===== config.mk =====
export PLATFORM = sky130hd
export DESIGN_NAME = frame_streamer
export DESIGN_NICKNAME = d
export VERILOG_FILES = /design/src/rtl/frame_streamer.sv
export SDC_FILE = /design/constraint.sdc
export NUM_CORES = 1
export LEC_CHECK = 0
export ABC_AREA = 1
export BUFFER_PORTS_ARGS = -buffer_cell sky130_fd_sc_hd__buf_2
export CAP_MARGIN = 40
export CORE_MARGIN = 2
export CORE_UTILIZATION = 50
export CTS_CLUSTER_SIZE = 24
export DETAILED_ROUTE_END_ITERATION = 12
export GPL_TIMING_DRIVEN = 0
export HOLD_SLACK_MARGIN = 0.03
export PLACE_DENSITY = 0.75
export SLEW_MARGIN = 20
export SYNTH_ARGS = -nofsm -noshare
export SYNTH_HDL_FRONTEND = slang
export SYNTH_SLANG_ARGS = --single-unit

===== constraint.sdc =====
create_clock -name clk -period 1.35 [get_ports clk]
set_input_delay 0.0675 -clock clk [delete_from_list [all_inputs] [get_ports clk]]
set_output_delay 0.0675 -clock clk [all_outputs]
set_load 0.01 [all_outputs]

===== src/rtl/frame_streamer.sv =====
// Streams one RGB565 frame from a sprite memory to an SPI LCD: RAMWR (0x2C) command byte, then NUM_PIXELS words.
// Optional macro AUTO_REFRESH_EN: frames repeat back to back after a single start, chip select held low.
module frame_streamer #(
    parameter int NUM_PIXELS = 38720,
    parameter int CLK_DIV    = 2
) (
    input  logic        clk,
    input  logic        rst,
    input  logic        start,
    input  logic [2:0]  estado,
    output logic [2:0]  adress,
    output logic [15:0] contador_pixel,
    input  logic [15:0] pixel,
    output logic        spi_sclk,
    output logic        spi_mosi,
    output logic        spi_cs_n,
    output logic        spi_dc,
    output logic        busy,
    output logic        frame_done
);

`ifdef AUTO_REFRESH_EN
    localparam bit AUTO_REFRESH = 1'b1;
`else
    localparam bit AUTO_REFRESH = 1'b0;
`endif

    localparam int                DIV_W      = (CLK_DIV > 1) ? $clog2(CLK_DIV) : 1;
    localparam logic [DIV_W-1:0]  DIV_LAST   = DIV_W'(CLK_DIV - 1);
    localparam logic [15:0]       LAST_PIXEL = 16'(NUM_PIXELS - 1);
    localparam logic [7:0]        CMD_RAMWR  = 8'h2C;

    typedef enum logic [2:0] {IDLE, CMD, LOAD, SHIFT, NEXT, DONE} state_t;

    state_t           state;
    logic [DIV_W-1:0] div_cnt;
    logic [3:0]       bit_cnt;
    logic [15:0]      shreg;

    logic half_end;
    logic last_bit;
    logic launch;

    assign half_end = (div_cnt == DIV_LAST);
    assign last_bit = (state == CMD) ? (bit_cnt == 4'd7) : (bit_cnt == 4'd15);
    assign launch   = ((state == IDLE) && start) || ((state == DONE) && AUTO_REFRESH);

    // Sprite index 7 has no image behind it and falls back to sprite 0.
    function automatic logic [2:0] map_sprite(input logic [2:0] idx);
        return (idx == 3'd7) ? 3'd0 : idx;
    endfunction

    // NOTE: every register here, including the shift register, is reset so an abort leaves no stale bus state.
    always_ff @(posedge clk or negedge rst) begin
        if (!rst) begin
            state          <= IDLE;
            adress         <= '0;
            contador_pixel <= '0;
            spi_sclk       <= 1'b0;
            spi_mosi       <= 1'b0;
            spi_cs_n       <= 1'b1;
            spi_dc         <= 1'b0;
            busy           <= 1'b0;
            frame_done     <= 1'b0;
            div_cnt        <= '0;
            bit_cnt        <= '0;
            shreg          <= '0;
        end else begin
            frame_done <= 1'b0;
            if (launch) begin
                adress         <= map_sprite(estado);
                contador_pixel <= '0;
                spi_cs_n       <= 1'b0;
                busy           <= 1'b1;
                spi_dc         <= 1'b0;
                spi_mosi       <= CMD_RAMWR[7];
                shreg          <= {CMD_RAMWR[6:0], 9'd0};
                div_cnt        <= '0;
                bit_cnt        <= '0;
                state          <= CMD;
            end else begin
                case (state)
                    CMD, SHIFT: begin
                        // mosi only moves on the falling sclk edge, keeping it stable around the rise.
                        if (half_end) begin
                            div_cnt  <= '0;
                            spi_sclk <= ~spi_sclk;
                            if (spi_sclk) begin
                                if (last_bit) begin
                                    state <= (state == CMD) ? LOAD : NEXT;
                                end else begin
                                    spi_mosi <= shreg[15];
                                    shreg    <= {shreg[14:0], 1'b0};
                                    bit_cnt  <= bit_cnt + 4'd1;
                                end
                            end
                        end else begin
                            div_cnt <= div_cnt + 1'b1;
                        end
                    end
                    LOAD: begin
                        spi_dc   <= 1'b1;
                        spi_mosi <= pixel[15];
                        shreg    <= {pixel[14:0], 1'b0};
                        div_cnt  <= '0;
                        bit_cnt  <= '0;
                        state    <= SHIFT;
                    end
                    NEXT: begin
                        if (contador_pixel == LAST_PIXEL) begin
                            frame_done <= 1'b1;
                            if (!AUTO_REFRESH) begin
                                spi_cs_n <= 1'b1;
                                busy     <= 1'b0;
                            end
                            state <= DONE;
                        end else begin
                            contador_pixel <= contador_pixel + 16'd1;
                            state          <= LOAD;
                        end
                    end
                    DONE:    state <= IDLE;
                    default: state <= IDLE;
                endcase
            end
        end
    end

endmodule


[After elaboration in Yosys (flattened, before gate mapping)]
Cells that the tools add are included.
Operators by class
  reductions and logical operators: 12
  multiplexer cells: 41
  equality and inequality tests: 13
  bitwise operators: 2
  add/subtract/negate cells: 3
Operator list (count)
  $mux 16: 7
  $pmux 16 s2: 1
  $mux 3: 7
  $mux 1: 18
  $add 16x1->16 const B: 1
  $eq 16x16->1 const B: 1
  $mux 4: 4
  $ne 3x3->1 const B: 4
  $pmux 3 s3: 1
  $pmux 4 s2: 1
  $eq 3x2->1 const B: 2
  $eq 3x3->1 const B: 2
  $reduce_and 3->1: 2
  $reduce_bool 2->1: 3
  $add 4x1->4 const B: 1
  $eq 4x3->1 const B: 1
  $eq 4x4->1 const B: 1
  $pmux 1 s2: 2
  $reduce_and 2->1: 2
  $reduce_and 4->1: 1
  $eq 3x1->1 const B: 1
  $logic_not 3->1: 1
  $reduce_bool 3->1: 1
  $ne 2x2->1 const B: 1
  other kinds (4): 5
Storage, ports and cells
  logic and storage cells: 83
  input bits: 22
  register bits after elaboration: 49

[Longest topological paths before layout]
  word-level depth: 7
  depth in mapped cells: 10
  gate-level depth less buffers: 9

[Worst setup path before layout]
OpenSTA, ideal clock, no wires.
  kind: flip-flop to flip-flop
  from: reg contador_pixel[1]
  to: reg contador_pixel[9]
  required time: 1.224 ns
  path slack: -0.229 ns
  cell stages (with the launch flop): 10
  setup time: 0.126 ns
  arrival time: 1.453 ns
  path buffers: 1
  cells stage by stage: dfrtp_1 > ha_1 > inv_1 > nor2_4 > nand2_1 > nor2_2 > nand2_1 > nand2_2 > buf_6 > o21ai_0
On the way
  cells in the longest elaborated chain, start to end: 4
  elaborated cells between the ends (all ways): 7
  those cells by class: add/sub (1); eq/ne (2); mux (3); reduce/logical (1)
Ends and longest elaborated chain
  start: declaration: RTL line 12  | output logic [15:0] contador_pixel,
  start signal: assignment: RTL line 118  | contador_pixel <= contador_pixel + 16'd1;
  $add 16x1->16: RTL line 118
  $mux 16: RTL line 110  | if (contador_pixel == LAST_PIXEL) begin
  $mux 16: RTL line 82  | case (state)
  $mux 16: RTL line 70  | if (launch) begin
Several ways; a longest one is shown, not always the timed one. The select of a mux whose other input is x is not followed.
A chain may end at the register's enable or synchronous reset.

[Worst setup path after layout]
  from: reg bit_cnt[0]
  to: reg shreg[12]
On the way
  cells in the longest elaborated chain, start to end: 4
  elaborated cells between the ends (all ways): 5
  those cells by class: eq/ne (3); mux (1); reduce/logical (1)
Ends and longest elaborated chain
  start: declaration: RTL line 37  | logic [3:0] bit_cnt;
  start signal: assignment: RTL line 94  | bit_cnt <= bit_cnt + 4'd1;
  $eq 4x4->1 / $eq 4x3->1 (equally long branches): RTL line 45  | assign last_bit = (state == CMD) ? (bit_cnt == 4'd7) : (bit_cnt == 4'd15);
  $mux 1 *: RTL line 45
  $ne 3x3->1 (no source line) *
  $reduce_and 4->1 (no source line) *
  end signal: assignment: RTL line 77  | shreg <= {CMD_RAMWR[6:0], 9'd0};
  end signal: assignment: RTL line 93  | shreg <= {shreg[14:0], 1'b0};
  end signal: assignment: RTL line 104  | shreg <= {pixel[14:0], 1'b0};
  end: declaration: RTL line 38  | logic [15:0] shreg;
Every way passes the cells marked *; elsewhere a longest branch is shown, timed or not.

==> results.sh <==
export IMPL_status="complete, but fails checks"
export IMPL_violations="setup timing"
export IMPL_hold_path_class="in -> reg"
export IMPL_crit_arrival_ps=1800
export IMPL_viasPerCell=5.28
export IMPL_synthesis_area_sq_um=2650
export IMPL_fmax_ghz=0.625
export IMPL_power_switching_mw=0.591
export IMPL_yosysSeqAreaShare_pct=45.3
export IMPL_dp_hpwl_um=4350
export IMPL_seqPwrFrac_pct=48.3
export IMPL_pwr_share_clk_pct=47.4
export IMPL_gr_total_overflow=0
export IMPL_ant_nets=0
export IMPL_drt_iter0_drc=157
export IMPL_areaGrowthSynthToFinish_pct=42.9
export IMPL_layout_nets=489
export IMPL_first_pass_iters=4
export IMPL_p_int_mw=2.44
export IMPL_cp_slowest_stage_delay_ps=430
export IMPL_hold_worst_slack_ps=82.3
export IMPL_worst_path_max_fanout=5
export IMPL_design_area_sq_um=3790
export IMPL_comb_power_share_pct=4.3
export IMPL_synth_edf_count=0
export IMPL_synth_distinct_cells=27
export IMPL_numCtsBuffers=5
export IMPL_chipHeight_um=76.8
export IMPL_drive_above_1_share_pct=38.2
export IMPL_finalWeightedCongestion=0.903
export IMPL_clock_sinks=48
export IMPL_critPathKind="reg -> reg"
export IMPL_numPortBuffers=46
export IMPL_leakage_nw=1.91
export IMPL_skew_ps=9.42
export IMPL_grt_pass1_wl_um=11300
export IMPL_period_needed_ps=1600
export IMPL_num_antenna_cells=0
export IMPL_core_area_sq_um=5110
export IMPL_postSynthCellCount=370
export IMPL_swShare_pct=19.5
export IMPL_yosys_warnings=0
export IMPL_insertion_delay_ps=310
export IMPL_die_area_sq_um=5900
export IMPL_place_inst=487
export IMPL_cp_end_kind="register"
export IMPL_vdd_drop_max_mv=0.763
export IMPL_max_slew_worst_pin_slew_ps=489
export IMPL_antenna_found_initial=0
export IMPL_p_per_area_nw_per_um2=800
export IMPL_drv_slew=0
export IMPL_yosys_register_bits=48
export IMPL_grt_pass1_vias=2520
export IMPL_cts_buffer_depth=2
export IMPL_htree_levels=2
export IMPL_grtUsageTotal_pct=23.5
export IMPL_instances_no_fill=536
export IMPL_fin_ws_ps=-251
export IMPL_final_hold_viol_count=0
export IMPL_drc=0
export IMPL_ys_async_sr_fraction_pct=100
export IMPL_path_clk_slew_ps=90
export IMPL_rows=26
export IMPL_ys_flop_type="dfrtp_1"
export IMPL_routed_wl_um=7640
export IMPL_ios=47
export IMPL_cts_root_buf="clkbuf_8"
export IMPL_wire_per_inst_um=14.3
export IMPL_vias=2830
export IMPL_grt_max_degree=30
export IMPL_synth_area_per_cell_sq_um=7.17
export IMPL_cap_viol_max_count=0
export IMPL_cts_tree="yes"
export IMPL_finalCritPeriodShare_pct=119
export IMPL_relSlewSlack_pct=67.0
export IMPL_start_kind="register"
export IMPL_cp_required_ps=1540
export IMPL_place_area_sq_um=3000
export IMPL_fillers=378
export IMPL_rsz0062_at_grt="true"
export IMPL_setup_viol=39
export IMPL_crit_chain="ha_1 > nand2_1 > inv_1 > nand4_1 > nand2_2 > buf_6 > buf_6 > nand2_1 > o21ai_2"
export IMPL_fp_dieW_um=76.8
export IMPL_syn_num_nets=394
export IMPL_cpMaxStageDelayCell="dfrtp_1"
export IMPL_initial_core_util_pct=51.9
[placed cells by master (no fill, tap or decap), types with 5 or more instances in the layout]
cell type,n
nor2_1,22
dlygate4sd3_1,5
buf_2,47
o21ai_0,5
nand2_1,138
nor2_4,5
dfrtp_2,10
clkbuf_8,5
inv_1,18
nand4_1,7
nand3_1,29
buf_6,8
inv_2,6
o21ai_2,14
dfrtp_1,37
buf_4,31
o21ai_1,15
nand2_2,25
[timing repair]
item | CTS | global route
gates cloned | 1 | 3
gates resized for setup | 23 | 73
pin swaps | 9 | 12
setup endpoints to repair | 45 | 45
endpoints found under the hold margin | 22 | 0
hold buffers | 5 | 0
setup buffers | 16 | 18
[layer usage]
| metal | GRT usage, % | wire (um) | vias to the layer above | share of wire [%] |
|---|---|---|---|---|
| li1 | - | - | 1369 | - |
| met1 | 29.8 | 3240 | 1331 | 42 |
| met2 | 40.9 | 3840 | 104 | 50 |
| met3 | 3.88 | 366 | 26 | 4.8 |
| met4 | 7.64 | 191 | 0 | 2.5 |
| met5 | 0 | 0 | - | 0 |
[registers in the layout, summed over array words and instances (netlist names)]
signal / cells
spi_cs_n: 1
shreg: 15
spi_dc: 1
spi_sclk: 1
adress: 3
spi_mosi: 1
div_cnt: 1
contador_pixel: 16
bit_cnt: 4
busy: 1
state: 3
frame_done: 1
[power by group through the flow]
stage	clock, mW	sequential [mW]	combinational (mW)
after floorplan	0	1.49	0.0368
after global placement	0	1.49	0.104
after detailed placement	0	1.49	0.114
after CTS	1.46	1.46	0.125
after global routing	1.52	1.47	0.151
final	1.44	1.47	0.130
[stage by stage]
step | power [mW] | TNS [ps] | worst slack [ps] | util [%]
4_1_cts | 3.05 | -6010 | -188 | 66.9
2_1_floorplan | 1.53 | -3630 | -171 | -
5_1_grt | 3.14 | -11390 | -365 | 74.2
6_report | 3.03 | -7450 | -251 | 74.2
3_5_place_dp | 1.61 | -12640 | -363 | 58.7
3_3_place_gp | 1.60 | -11130 | -317 | 58.3
[cell families (layout without fill, tap and decap cells)]
group,count (synthesis),after routing,synth area share (%)
DFF,48,48,45.3
adders and majority gates,2,2,0.943
and+or+nand+nor,238,238,37.1
AOI/OAI and AO/OA,40,40,8.11
buffers and inverters,37,133,6.84
xor gates and xnor gates,5,5,1.65
[cell type report]
| cell class | instances | area, sq um | area share [%] |
|---|---|---|---|
| inverter | 25 | 96.3 | 2.54 |
| sequential | 48 | 1210 | 32.0 |
| multi-input combinational | 285 | 1480 | 38.9 |
| clock buffer | 5 | 68.8 | 1.82 |
| tap | 70 | 87.6 | 2.31 |
| clock inverter | 3 | 90.1 | 2.38 |
| timing repair buffer | 89 | 641 | 16.9 |
| buffer | 11 | 118 | 3.10 |
[worst paths after layout]
path / start / cells past startpoint / slack (ps) / end
hold / removal: pixel[4] / 5 / 80 / shreg[5]
min in group asynchronous: rst / 2 / 250 / adress[0]
setup / recovery: bit_cnt[0] / 9 / -250 / shreg[12]
max in group asynchronous: rst / 3 / 570 / contador_pixel[11]
hold reg to reg: shreg[1] / 2 / 480 / shreg[1]
setup reg to reg: bit_cnt[0] / 9 / -250 / shreg[12]
[worst max-delay path, delay by kind of cell, from the launching register on]
family	cells	cell delay, ps
buffers and inverters	3	370
AOI/OAI and AO/OA	1	60
adders and majority gates	1	230
DFF	1	430
and+or+nand+nor	4	420
[Yosys cell counts, drive strengths merged (3+ instances only)]
master	number	share of area, %
buf	10	3.0
o21ai	35	6.7
inv	25	3.5
nor2	29	4.9
nand2	165	24
xor2	3	0.99
nand3	33	6.2
nand4	7	1.7
dfrtp	47	44
Power figures use the tool's default switching activity.
